`src/rtl/modexp_pkg.sv`:
```
// Shared constants, FSM state type and helpers for the modexp arbiter and engine wrapper.
package modexp_pkg;

    localparam int MODEXP_BITS_DEFAULT = 4;

    typedef enum logic [1:0] {
        ST_IDLE  = 2'd0,
        ST_ISSUE = 2'd1,
        ST_WAIT  = 2'd2,
        ST_RESP  = 2'd3
    } modexp_state_e;

    // Index of the set bit in a one-hot vector of up to eight requesters.
    function automatic logic [2:0] onehot_to_idx(input logic [7:0] oh);
        logic [2:0] idx;
        idx = 3'd0;
        for (int i = 0; i < 8; i++) begin
            if (oh[i]) begin
                idx = 3'(i);
            end else begin
                idx = idx;
            end
        end
        return idx;
    endfunction

endpackage

```
`src/rtl/modexp_arbiter_if.sv`:
```
// Requester, engine and response signals of the modexp arbiter, grouped with master/slave views.
interface modexp_arbiter_if
    import modexp_pkg::*;
#(
    parameter int BITS = MODEXP_BITS_DEFAULT,
    parameter int NREQ = 4
);
    localparam int IW = $clog2(NREQ);

    logic [NREQ-1:0]      req;
    logic [NREQ*BITS-1:0] req_m;
    logic [NREQ*BITS-1:0] req_e;
    logic [NREQ*BITS-1:0] req_n;
    logic [NREQ-1:0]      ack;
    logic                 eng_go;
    logic [BITS-1:0]      eng_m;
    logic [BITS-1:0]      eng_e;
    logic [BITS-1:0]      eng_n;
    logic [BITS-1:0]      eng_r;
    logic                 eng_d;
    logic                 rsp_valid;
    logic [IW-1:0]        rsp_id;
    logic [BITS-1:0]      rsp_r;
    logic                 rsp_ready;
    logic                 err;

    modport master (
        output req, req_m, req_e, req_n, eng_r, eng_d, rsp_ready,
        input  ack, eng_go, eng_m, eng_e, eng_n, rsp_valid, rsp_id, rsp_r, err
    );

    modport slave (
        input  req, req_m, req_e, req_n, eng_r, eng_d, rsp_ready,
        output ack, eng_go, eng_m, eng_e, eng_n, rsp_valid, rsp_id, rsp_r, err
    );

endinterface

```
`src/rtl/modexp_arbiter_rr_arbiter.sv`:
```
// Round-robin selector: one-hot grant to the first active request at or after the pointer.
module rr_arbiter #(
    parameter int NREQ = 4
) (
    input  logic [NREQ-1:0]         req_i,
    input  logic [$clog2(NREQ)-1:0] ptr_i,
    output logic [NREQ-1:0]         gnt_o
);
    localparam int PW = $clog2(NREQ);

    logic [PW-1:0] idx_s;
    logic          found_s;

    // Walk the requesters from the pointer, wrapping at NREQ, and keep the first hit.
    always_comb begin
        gnt_o   = {NREQ{1'b0}};
        found_s = 1'b0;
        idx_s   = ptr_i;
        for (int k = 0; k < NREQ; k++) begin
            if (!found_s && req_i[idx_s]) begin
                gnt_o[idx_s] = 1'b1;
                found_s      = 1'b1;
            end else begin
                found_s = found_s;
            end
            if (idx_s == PW'(NREQ - 1)) begin
                idx_s = {PW{1'b0}};
            end else begin
                idx_s = idx_s + PW'(1);
            end
        end
    end

endmodule

```
`src/rtl/modexp_arbiter.sv`:
```
// Shares one modular-exponentiation engine among NREQ requesters, one job in flight.
// Optional engine watchdog enabled by defining MODEXP_ARB_TIMEOUT_EN.
module modexp_arbiter
    import modexp_pkg::*;
#(
    parameter int BITS       = MODEXP_BITS_DEFAULT,
    parameter int NREQ       = 4,
    parameter int TMO_CYCLES = 255
) (
    input logic             clk,
    input logic             reset_n,
    modexp_arbiter_if.slave bus
);
    localparam int PW = $clog2(NREQ);

    modexp_state_e   state_q, state_d;
    logic [PW-1:0]   ptr_q, ptr_d, rsp_id_q, rsp_id_d, win_idx_s;
    logic [NREQ-1:0] gnt_s, ack_q, ack_d;
    logic            eng_go_q, eng_go_d, rsp_valid_q, rsp_valid_d;
    logic [BITS-1:0] eng_m_q, eng_m_d, eng_e_q, eng_e_d, eng_n_q, eng_n_d, rsp_r_q, rsp_r_d;
    logic [BITS-1:0] m_s [NREQ];
    logic [BITS-1:0] e_s [NREQ];
    logic [BITS-1:0] n_s [NREQ];
    logic            any_req_s, hs_s, tmo_s;

    assign any_req_s = |bus.req;
    assign hs_s      = rsp_valid_q & bus.rsp_ready;
    assign win_idx_s = PW'(onehot_to_idx(8'(gnt_s)));

    rr_arbiter #(.NREQ(NREQ)) u_rr (
        .req_i (bus.req),
        .ptr_i (ptr_q),
        .gnt_o (gnt_s)
    );

    // Unpack the per-requester operand slices.
    always_comb begin
        for (int k = 0; k < NREQ; k++) begin
            m_s[k] = bus.req_m[k*BITS +: BITS];
            e_s[k] = bus.req_e[k*BITS +: BITS];
            n_s[k] = bus.req_n[k*BITS +: BITS];
        end
    end

    // FSM state register.
    always_ff @(posedge clk) begin
        if (!reset_n) begin
            state_q <= ST_IDLE;
        end else begin
            state_q <= state_d;
        end
    end

    // FSM next-state logic; eng_d only matters in WAIT.
    always_comb begin
        state_d = state_q;
        case (state_q)
            ST_IDLE:  if (any_req_s) state_d = ST_ISSUE; else state_d = ST_IDLE;
            ST_ISSUE: state_d = ST_WAIT;
            ST_WAIT:  if (bus.eng_d || tmo_s) state_d = ST_RESP; else state_d = ST_WAIT;
            ST_RESP:  if (hs_s) state_d = ST_IDLE; else state_d = ST_RESP;
            default:  state_d = ST_IDLE;
        endcase
    end

    // FSM output logic: next values of the registered outputs and the RR pointer.
    always_comb begin
        ack_d       = {NREQ{1'b0}};
        eng_go_d    = 1'b0;
        eng_m_d     = eng_m_q;
        eng_e_d     = eng_e_q;
        eng_n_d     = eng_n_q;
        ptr_d       = ptr_q;
        rsp_id_d    = rsp_id_q;
        rsp_r_d     = rsp_r_q;
        rsp_valid_d = rsp_valid_q;
        case (state_q)
            ST_IDLE: begin
                if (any_req_s) begin
                    ack_d    = gnt_s;
                    eng_go_d = 1'b1;
                    eng_m_d  = m_s[win_idx_s];
                    eng_e_d  = e_s[win_idx_s];
                    eng_n_d  = n_s[win_idx_s];
                    rsp_id_d = win_idx_s;
                    ptr_d    = (win_idx_s == PW'(NREQ - 1)) ? {PW{1'b0}} : win_idx_s + PW'(1);
                end else begin
                    ptr_d = ptr_q;
                end
            end
            ST_WAIT: begin
                if (bus.eng_d) begin
                    rsp_r_d     = bus.eng_r;
                    rsp_valid_d = 1'b1;
                end else if (tmo_s) begin
                    rsp_r_d     = {BITS{1'b0}};
                    rsp_valid_d = 1'b1;
                end else begin
                    rsp_valid_d = 1'b0;
                end
            end
            ST_RESP: begin
                if (hs_s) begin
                    rsp_valid_d = 1'b0;
                end else begin
                    rsp_valid_d = 1'b1;
                end
            end
            default: begin
                rsp_valid_d = rsp_valid_q;
            end
        endcase
    end

    // Output and pointer registers.
    always_ff @(posedge clk) begin
        if (!reset_n) begin
            ack_q       <= {NREQ{1'b0}};
            eng_go_q    <= 1'b0;
            eng_m_q     <= {BITS{1'b0}};
            eng_e_q     <= {BITS{1'b0}};
            eng_n_q     <= {BITS{1'b0}};
            ptr_q       <= {PW{1'b0}};
            rsp_id_q    <= {PW{1'b0}};
            rsp_r_q     <= {BITS{1'b0}};
            rsp_valid_q <= 1'b0;
        end else begin
            ack_q       <= ack_d;
            eng_go_q    <= eng_go_d;
            eng_m_q     <= eng_m_d;
            eng_e_q     <= eng_e_d;
            eng_n_q     <= eng_n_d;
            ptr_q       <= ptr_d;
            rsp_id_q    <= rsp_id_d;
            rsp_r_q     <= rsp_r_d;
            rsp_valid_q <= rsp_valid_d;
        end
    end

`ifdef MODEXP_ARB_TIMEOUT_EN
    localparam int CW = $clog2(TMO_CYCLES + 1);

    logic [CW-1:0] cnt_q, cnt_d;
    logic          err_q, err_d;

    assign tmo_s = (state_q == ST_WAIT) && !bus.eng_d && (cnt_q == CW'(TMO_CYCLES - 1));

    // Watchdog: cleared entering WAIT, counts WAIT cycles; err is sticky.
    always_comb begin
        err_d = err_q | tmo_s;
        case (state_q)
            ST_ISSUE: cnt_d = {CW{1'b0}};
            ST_WAIT:  cnt_d = cnt_q + CW'(1);
            default:  cnt_d = cnt_q;
        endcase
    end

    // Watchdog registers.
    always_ff @(posedge clk) begin
        if (!reset_n) begin
            cnt_q <= {CW{1'b0}};
            err_q <= 1'b0;
        end else begin
            cnt_q <= cnt_d;
            err_q <= err_d;
        end
    end

    assign bus.err = err_q;
`else
    // Without the watchdog WAIT never times out.
    assign tmo_s   = (TMO_CYCLES < 32'sd0);
    assign bus.err = 1'b0;
`endif

    assign bus.ack       = ack_q;
    assign bus.eng_go    = eng_go_q;
    assign bus.eng_m     = eng_m_q;
    assign bus.eng_e     = eng_e_q;
    assign bus.eng_n     = eng_n_q;
    assign bus.rsp_valid = rsp_valid_q;
    assign bus.rsp_id    = rsp_id_q;
    assign bus.rsp_r     = rsp_r_q;

endmodule

```
`src/flat_wrapper.sv`:
```
// flat-port wrapper written by rule: the top's interface ports become plain ports
module modexp_arbiter_flat import modexp_pkg::*;
#(
    parameter int BITS       = MODEXP_BITS_DEFAULT,
    parameter int NREQ       = 4,
    parameter int TMO_CYCLES = 255
)
  (clk, reset_n, bus_req, bus_req_m, bus_req_e, bus_req_n, bus_eng_r, bus_eng_d, bus_rsp_ready, bus_ack, bus_eng_go, bus_eng_m, bus_eng_e, bus_eng_n, bus_rsp_valid, bus_rsp_id, bus_rsp_r, bus_err);
  modexp_arbiter_if #(.BITS(BITS), .NREQ(NREQ)) bus_i ();
  input logic clk;
  input logic reset_n;
  input wire logic [$bits(bus_i.req)-1:0] bus_req;
  input wire logic [$bits(bus_i.req_m)-1:0] bus_req_m;
  input wire logic [$bits(bus_i.req_e)-1:0] bus_req_e;
  input wire logic [$bits(bus_i.req_n)-1:0] bus_req_n;
  input wire logic [$bits(bus_i.eng_r)-1:0] bus_eng_r;
  input wire logic [$bits(bus_i.eng_d)-1:0] bus_eng_d;
  input wire logic [$bits(bus_i.rsp_ready)-1:0] bus_rsp_ready;
  output wire logic [$bits(bus_i.ack)-1:0] bus_ack;
  output wire logic [$bits(bus_i.eng_go)-1:0] bus_eng_go;
  output wire logic [$bits(bus_i.eng_m)-1:0] bus_eng_m;
  output wire logic [$bits(bus_i.eng_e)-1:0] bus_eng_e;
  output wire logic [$bits(bus_i.eng_n)-1:0] bus_eng_n;
  output wire logic [$bits(bus_i.rsp_valid)-1:0] bus_rsp_valid;
  output wire logic [$bits(bus_i.rsp_id)-1:0] bus_rsp_id;
  output wire logic [$bits(bus_i.rsp_r)-1:0] bus_rsp_r;
  output wire logic [$bits(bus_i.err)-1:0] bus_err;
  assign bus_i.req = bus_req;
  assign bus_i.req_m = bus_req_m;
  assign bus_i.req_e = bus_req_e;
  assign bus_i.req_n = bus_req_n;
  assign bus_i.eng_r = bus_eng_r;
  assign bus_i.eng_d = bus_eng_d;
  assign bus_i.rsp_ready = bus_rsp_ready;
  assign bus_ack = bus_i.ack;
  assign bus_eng_go = bus_i.eng_go;
  assign bus_eng_m = bus_i.eng_m;
  assign bus_eng_e = bus_i.eng_e;
  assign bus_eng_n = bus_i.eng_n;
  assign bus_rsp_valid = bus_i.rsp_valid;
  assign bus_rsp_id = bus_i.rsp_id;
  assign bus_rsp_r = bus_i.rsp_r;
  assign bus_err = bus_i.err;
  modexp_arbiter #(.BITS(BITS), .NREQ(NREQ), .TMO_CYCLES(TMO_CYCLES)) u_core (.clk(clk), .reset_n(reset_n), .bus(bus_i));
endmodule
```
`config.mk`:
```
export PLATFORM = sky130hd
export DESIGN_NAME = modexp_arbiter_flat
export DESIGN_NICKNAME = d
export VERILOG_FILES = /design/src/rtl/modexp_pkg.sv /design/src/rtl/modexp_arbiter_if.sv /design/src/rtl/modexp_arbiter_rr_arbiter.sv /design/src/rtl/modexp_arbiter.sv /design/src/flat_wrapper.sv
export SDC_FILE = /design/constraint.sdc
export NUM_CORES = 1
export LEC_CHECK = 0
export ABC_CLOCK_PERIOD_IN_PS = 3200
export BUFFER_PORTS_ARGS = -buffer_cell sky130_fd_sc_hd__clkbuf_2
export CAP_MARGIN = 15
export CORE_MARGIN = 2
export CORE_UTILIZATION = 43
export CTS_CLUSTER_SIZE = 24
export DETAILED_ROUTE_END_ITERATION = 12
export PLACE_DENSITY = 0.86
export SYNTH_ARGS = -nofsm -noshare
export SYNTH_HDL_FRONTEND = slang
export SYNTH_SLANG_ARGS = --single-unit
```
`constraint.sdc`:
```
create_clock -name clk -period 3.2 [get_ports clk]
set_clock_uncertainty 0.1 [all_clocks]
set_input_delay 0.32 -clock clk [delete_from_list [all_inputs] [get_ports clk]]
set_output_delay 0.32 -clock clk [all_outputs]
set_load 0.1 [all_outputs]
```
==> summary.md, run 1 <==
| Metric | Value |
|---|---|
| Period minus WS final | 3010 ps |
| Worst setup path end | u_core.bus.eng_n[0]$_SDFFE_PN0P_ |
| PD cells | 1170 nW/µm² |
| Initial core utilization | 44.7% |
| Root Driver | clkbuf_8 |
| Largest net degree at the start of global routing | 18 |
| Slew Viols, Final | 0 |
| Horiz. Die Dim | 71.5 µm |
| Synth Instances | 211 |
| LEAKAGE | 1.23 nW |
| Storage element area | 561 µm² |
| Reg2Reg Capture Point | u_core.bus.eng_n[0]$_SDFFE_PN0P_ |
| P&R area growth vs syn | 30.3% |
| I/O Pins | 85 |
| Relative max-transition margin | 52.9% |
| Critical Path Source | u_core.ptr_q[0]$_SDFFE_PN0P_ |
| Initial antenna violation count | 0 |
| Post-synth EDFFs | 0 |
| Sequential area share after synthesis | 28.6% |
| Final setup margin | 187 ps |
| Post-synth ARST share | 0% |
| Peak VDD IR | 620 µV |
| Routed vias | 2149 |
| Final worst path period share | 94.2% |
| Post-DP HPWL | 4280 µm |
| CP Data Arrival Time | 3090 ps |
| Routed len/inst | 15.9 µm |
| Synth warnings | 0 |
| Remaining Overflow, GRT | 0 |
| Worst setup EP type | register |
| Rows | 24 |
| Antenna-violating nets left | 0 |
| R2R Path Start | u_core.ptr_q[0]$_SDFFE_PN0P_ |
| Later-pin clock latency in the skew report | 270 ps |
| Startpoint Class | register |
| Final core occ | 58.2% |
| Hold Path Class | input pin to register |
| Dpl ws | -30.5 ps |
| Worst-case clock buffer depth | 2 |
| Placer Congestion | 0.877 |
| Global-route wire length before repair | 8920 µm |
| Syn nets | 279 |
| Vias in the first global route | 1997 |
| FF-to-FF setup slack | 190 ps |
| Htree depth | 1 |
| Die Ht | 71.5 µm |
| Mapped Area | 1960 µm² |
| Multi-input logic area | 1330 µm² |
| CTS clock-pin slew for the worst setup and hold paths | 100 ps |
| Seq cells post-synth | 28 |
| TritonRoute pass-1 iters | 4 |
| Crit-path max FO | 12 |
| Primary FF master, synth | dfxtp_1 |
| DRT iter0 DRCs | 136 |
| Hold_buf cts | 0 |
| CTS tree | built |
| Max-cap viol count | 0 |
| Layout fillers | 364 |
| Number of CTS-inserted buffers | 3 |
| Final Hold Vio Count | 0 |
| Synth cell types | 54 |
| Dpl cell area | 2470 µm² |
| Design area | 2550 µm² |
| Gr usage total | 21.4% |
| Port Buffers | 83 |
| Status | complete, no violations |
| Final setup vio count | 0 |
| Detailed Route WL | 5630 µm |
| R2R depth | 8 |
| Share of cells above drive strength 1 | 43.0% |
| Synthesized area per cell | 9.29 µm² |
| Critical path data required time | 3280 ps |
| N_diodes | 0 |
| Vias per cell | 6.07 |
| WS Path Type | register to register |
| Die Area | 5110 µm² |
| DR DRC count | 0 |
| Post-route setup TNS | 0 ps |
| Slew @ Worst Pin | 706 ps |
| Peak Freq | 0.332 GHz |
| CTS sink cnt | 28 |
| Core Area | 4380 µm² |
| Net count, final | 372 |
-- metrics by stage --
step	hold slack [ps]	total power, mW	instances
floorplan	351	2.31	211
global placement	379	2.66	350
detailed placement	390	2.71	350
CTS	160	2.92	353
global route	175	3.15	354
finish	155	2.98	354
-- flip-flops by register name (all words and copies together), names as in the netlist --
| name | flops |
|---|---|
| u_core.ptr_q | 2 |
| u_core.bus.eng_e | 4 |
| u_core.bus.eng_n | 4 |
| u_core.bus.rsp_r | 4 |
| u_core.bus.eng_go | 1 |
| u_core.bus.rsp_id | 2 |
| u_core.bus.eng_m | 4 |
| u_core.bus.ack | 4 |
| u_core.state_q | 2 |
| u_core.bus.rsp_valid | 1 |
-- synthesized netlist by cell type, drive strengths merged (3+ instances only) --
cell	instances	area (µm²)
a22oi	13	97.6
mux2i	9	103
nand2	11	41.3
nor2	15	56.3
a21o	12	90.1
mux2	3	33.8
o22ai	13	81.3
buf	9	71.3
o31ai	13	97.6
a221oi	12	168
inv	6	22.5
nand3	6	30.0
nand2b	4	25.0
nor3	5	41.3
a21oi	9	48.8
ha	8	100
dfxtp	28	561
-- cell usage in the layout (no fill, tap or decap), types with 2 or more instances in the layout --
cell type  instances
clkbuf_2          83
dfxtp_1           28
buf_4             16
nor2_1            15
a22oi_1           13
o31ai_1           13
o22ai_1           13
a21o_1            12
nand2_1           11
a221oi_2          11
mux2i_1            8
ha_1               8
a21oi_1            7
nand3_1            6
inv_1              5
nand2b_1           4
nor3_1             3
mux2_2             3
clkbuf_8           3
nor3b_1            2
and3b_1            2
nor4_1             2
o21ba_2            2
nand4_1            2
-- critical path, cell delays in order, from the launching register on --
cell,delay (ps)
dfxtp_1,340
inv_1,60
ha_1,320
mux4_2,510
buf_4,170
and3_1,210
a211oi_4,370
nand3_1,450
o31ai_1,400
-- what timing repair did --
action                                  in CTS  in global routing
pin swaps                                    0                  2
buffers inserted                             0                  1
endpoints found under the setup margin       2                 15
gates resized for setup                      1                  5
-- cell type report --
class / instances / share of cell area (%)
well taps: 52 / 2.55
multi-input cells: 165 / 51.9
clock buffers: 3 / 1.62
inverters: 7 / 1.03
flip-flops and latches: 28 / 22.0
repair buffers: 99 / 21.0
-- power breakdown --
part	switching, mW	internal, mW	total [mW]
logic	1.53	0.714	2.24
clock network	0.110	0.0847	0.195
registers	0.0821	0.463	0.545
total	1.72	1.26	2.98
-- per-layer routing --
layer	vias up	wire (µm)	global-route usage, %
li1	1014	-	-
met1	1020	2220	27.3
met2	107	2900	37.2
met3	8	431	2.81
met4	0	78	7.13
met5	-	0	0
-- worst min path at each step --
| stage | to | cells after the start | from |
|---|---|---|---|
| 6_report | u_core.bus.eng_e[2]$_SDFFE_PN0P_ | 3 | bus_req_e[14] |
| 5_1_grt | u_core.bus.eng_n[1]$_SDFFE_PN0P_ | 3 | bus_req_n[13] |
| 4_1_cts | u_core.bus.eng_e[3]$_SDFFE_PN0P_ | 3 | bus_req_e[15] |
| 3_5_place_dp | u_core.bus.rsp_valid$_SDFFE_PN0P_ | 2 | u_core.bus.rsp_valid$_SDFFE_PN0P_ |
| 3_3_place_gp | u_core.bus.rsp_r[1]$_SDFFE_PN0P_ | 2 | u_core.bus.rsp_r[1]$_SDFFE_PN0P_ |
| 2_1_floorplan | u_core.bus.eng_e[0]$_SDFFE_PN0P_ | 2 | bus_req_e[12] |
-- cell families after synthesis --
family | after synthesis | share of synthesized area [%]
AOI/OAI and AO/OA | 88 | 37.5
adders and majority gates | 8 | 5.11
buffers and inverters | 18 | 5.36
DFF | 28 | 28.6
muxes | 13 | 8.11
other | 1 | 0.191
and+or+nand+nor | 55 | 15.1
Note: power is estimated with default switching activity, not from simulation.
==> run 2: changes to the inputs <==
CORE_MARGIN = not set   (was 2)
RECOVER_POWER = 100   (was not set)
SETUP_SLACK_MARGIN = 0.4   (was not set)
==> summary.md, run 2 (synthesis results as in run 1) <==
| Metric | Value |
|---|---|
| Status | complete, no violations (unchanged) |
| Share of cells above drive strength 1 | 35.3% (was 43.0%) |
| Htree depth | 1 (unchanged) |
| DR DRC count | 0 (unchanged) |
| Sequential Power Share | 18.7% (was 18.3%) |
| R2R Path Start | u_core.ptr_q[0]$_SDFFE_PN0P_ (unchanged) |
| I/O Pins | 85 (unchanged) |
| Routed vias | 2152 (was 2149) |
| Logic gate share of total power | 73.8% (was 75.2%) |
| Worst-case clock buffer depth | 2 (unchanged) |
| NetSw | 1.71 mW (was 1.72 mW) |
| Post-DP HPWL | 4060 µm (was 4280 µm) |
| Final setup vio count | 0 (unchanged) |
| FF-to-FF setup slack | 350 ps (was 190 ps) |
| Gr usage total | 22.4% (was 21.4%) |
| Max-cap viol count | 0 (unchanged) |
| Final setup margin | 354 ps (was 187 ps) |
| Crit-path slowest cell | a21oi_2 (was mux4_2) |
| Commonest non-fill, non-tap cell in the layout | clkbuf_2 (unchanged) |
| Post-route setup TNS | 0 ps (unchanged) |
| Vias in the first global route | 1983 (was 1997) |
| Hold Path Class | input pin to register (unchanged) |
| Initial antenna violation count | 0 (unchanged) |
| Clock power share | 7.5% (was 6.5%) |
| WP depth | 11 (was 8) |
| Hold_buf cts | 0 (unchanged) |
| Peak VDD IR | 698 µV (was 620 µV) |
| Reg2Reg Capture Point | u_core.bus.eng_m[2]$_SDFFE_PN0P_ (was u_core.bus.eng_n[0]$_SDFFE_PN0P_) |
| R2R depth | 11 (was 8) |
| Crit path buffers/inverters | 3 (was 2) |
| Relative max-transition margin | 21.2% (was 52.9%) |
| LEAKAGE | 1.13 nW (was 1.23 nW) |
| TritonRoute pass-1 iters | 5 (was 4) |
| Peak Freq | 0.351 GHz (was 0.332 GHz) |
| Slew @ Worst Pin | 1190 ps (was 706 ps) |
| P&R area growth vs syn | 27.7% (was 30.3%) |
| Worst setup EP type | register (unchanged) |
| Die Ht | 69.5 µm (was 71.5 µm) |
| Global-route wire length before repair | 8920 µm (unchanged) |
| Placer Congestion | 0.949 (was 0.877) |
| Vias per cell | 6.11 (was 6.07) |
| Net count, final | 369 (was 372) |
| Dpl ws | 123 ps (was -30.5 ps) |
| Final core occ | 57.4% (was 58.2%) |
| Port Buffers | 83 (unchanged) |
| Critical path data required time | 3300 ps (was 3280 ps) |
| N_diodes | 0 (unchanged) |
| Remaining Overflow, GRT | 0 (unchanged) |
| Worst path most repeated cell | buf_4 |
| Worst-path cell chain | buf_4 -> ha_1 -> o21ba_2 -> nand4_1 -> a21oi_2 -> buf_4 -> a211oi_2 -> buf_4 -> a21oi_2 -> a22oi_1 -> o31ai_1 (was inv_1 -> ha_1 -> mux4_2 -> buf_4 -> and3_1 -> a211oi_4 -> nand3_1 -> o31ai_1) |
| Number of CTS-inserted buffers | 3 (unchanged) |
| Sw Share | 58.0% (was 57.7%) |
| Final Hold Vio Count | 0 (unchanged) |
| Critical Path Source | u_core.ptr_q[0]$_SDFFE_PN0P_ (unchanged) |
| WS Path Type | register to register (unchanged) |
| Crit-path max FO | 14 (was 12) |
| CP Data Arrival Time | 2940 ps (was 3090 ps) |
| Commonest non-fill, non-tap cells in the layout | clkbuf_2, dfxtp_1, clkbuf_1, nor2_1 (was clkbuf_2, dfxtp_1, buf_4, nor2_1) |
| DRT iter0 DRCs | 114 (was 136) |
| Antenna-violating nets left | 0 (unchanged) |
| Routed len/inst | 15.9 µm (about the same) |
| CTS clock-pin slew for the worst setup and hold paths | 100 ps (about the same) |
| Root Driver | clkbuf_8 (unchanged) |
| Die Area | 4830 µm² (was 5110 µm²) |
| RSZ-0062 raised after global routing | yes |
| Largest net degree at the start of global routing | 17 (was 18) |
| PD cells | 1180 nW/µm² (was 1170 nW/µm²) |
| Initial core utilization | 45.0% (was 44.7%) |
| Later-pin clock latency in the skew report | 270 ps (about the same) |
| Period minus WS final | 2850 ps (was 3010 ps) |
| Slew Viols, Final | 0 (unchanged) |
| Horiz. Die Dim | 69.5 µm (was 71.5 µm) |
| Worst setup path end | u_core.bus.eng_m[2]$_SDFFE_PN0P_ (was u_core.bus.eng_n[0]$_SDFFE_PN0P_) |
| Rows | 24 (unchanged) |
| CTS sink cnt | 28 (unchanged) |
| Power Internal | 1.24 mW (was 1.26 mW) |
| Largest stage delay, worst path | 480 ps (was 510 ps) |
| Core Area | 4350 µm² (was 4380 µm²) |
| Startpoint Class | register (unchanged) |
| Final worst path period share | 89.0% (was 94.2%) |
| CTS tree | built (unchanged) |
| Detailed Route WL | 5590 µm (was 5630 µm) |
| Top delay family on crit path | compound AO/OA/AOI/OAI gates (unchanged) |
-- run 2: cell types whose count changed in the layout (fill, tap and decap cells not counted), sizes merged --
cell,previous run,this run
buf,16,13
clkbuf,86,87
-- run 2: power groups by stage --
stage	combinational [mW]	clock (mW)	sequential (mW)
after detailed placement	2.08	0	0.584
after CTS	2.17	0.223	0.551
after floorplan	1.09	0	1.25
after global routing	2.28	0.234	0.562
after global placement	2.04	0	0.582
final	2.17	0.222	0.550
-- run 2: layout make-up --
class,count,area (µm²)
clock buffers,4,55.1
fillers,374,1850
inverters,7,28.8
multi-input cells,165,1310
flip-flops and latches,28,564
well taps,52,65.1
repair buffers,96,482
-- run 2: metrics by stage --
| step | hold WS, ps | instance area (µm²) | power, mW | cells |
|---|---|---|---|---|
| 2_1_floorplan | 351 | 1980 | 2.34 | 211 |
| 3_3_place_gp | 379 | 2420 | 2.62 | 341 |
| 3_5_place_dp | 395 | 2420 | 2.66 | 341 |
| 4_1_cts | 150 | 2530 | 2.94 | 350 |
| 5_1_grt | 170 | 2500 | 3.08 | 352 |
| 6_report | 148 | 2500 | 2.95 | 352 |
-- run 2: worst min path at each step --
stage,start,endpoint,slack (ps),depth (start not counted)
final,bus_req_e[14],u_core.bus.eng_e[2]$_SDFFE_PN0P_,150,3
after global routing,bus_req_e[14],u_core.bus.eng_e[2]$_SDFFE_PN0P_,170,3
after CTS,bus_req_e[14],u_core.bus.eng_e[2]$_SDFFE_PN0P_,150,3
after detailed placement,u_core.bus.rsp_r[1]$_SDFFE_PN0P_,u_core.bus.rsp_r[1]$_SDFFE_PN0P_,400,2
after global placement,u_core.bus.rsp_r[3]$_SDFFE_PN0P_,u_core.bus.rsp_r[3]$_SDFFE_PN0P_,380,2
after floorplan,bus_req_e[12],u_core.bus.eng_e[0]$_SDFFE_PN0P_,350,2
-- run 2: worst register-to-register path: stages, from the launching register on --
cell and delay (ps):
dfxtp_1 370, buf_4 230, ha_1 300, o21ba_2 190, nand4_1 200, a21oi_2 220
buf_4 130, a211oi_2 90, buf_4 160, a21oi_2 480, a22oi_1 180, o31ai_1 120
-- run 2: layer usage --
layer	vias to the layer above	track usage, %	wire [µm]
met5	-	0	0
met4	0	11.6	188
met3	20	2.91	353
met2	111	37.2	2760
met1	1005	28.2	2280
li1	1016	-	-
-- run 2: timing repair --
| item | CTS | global route |
|---|---|---|
| pin swaps | 1 | 5 |
| setup endpoints to repair | 15 | 14 |
| gates resized for setup | 5 | 4 |
| buffers inserted | 5 | 2 |
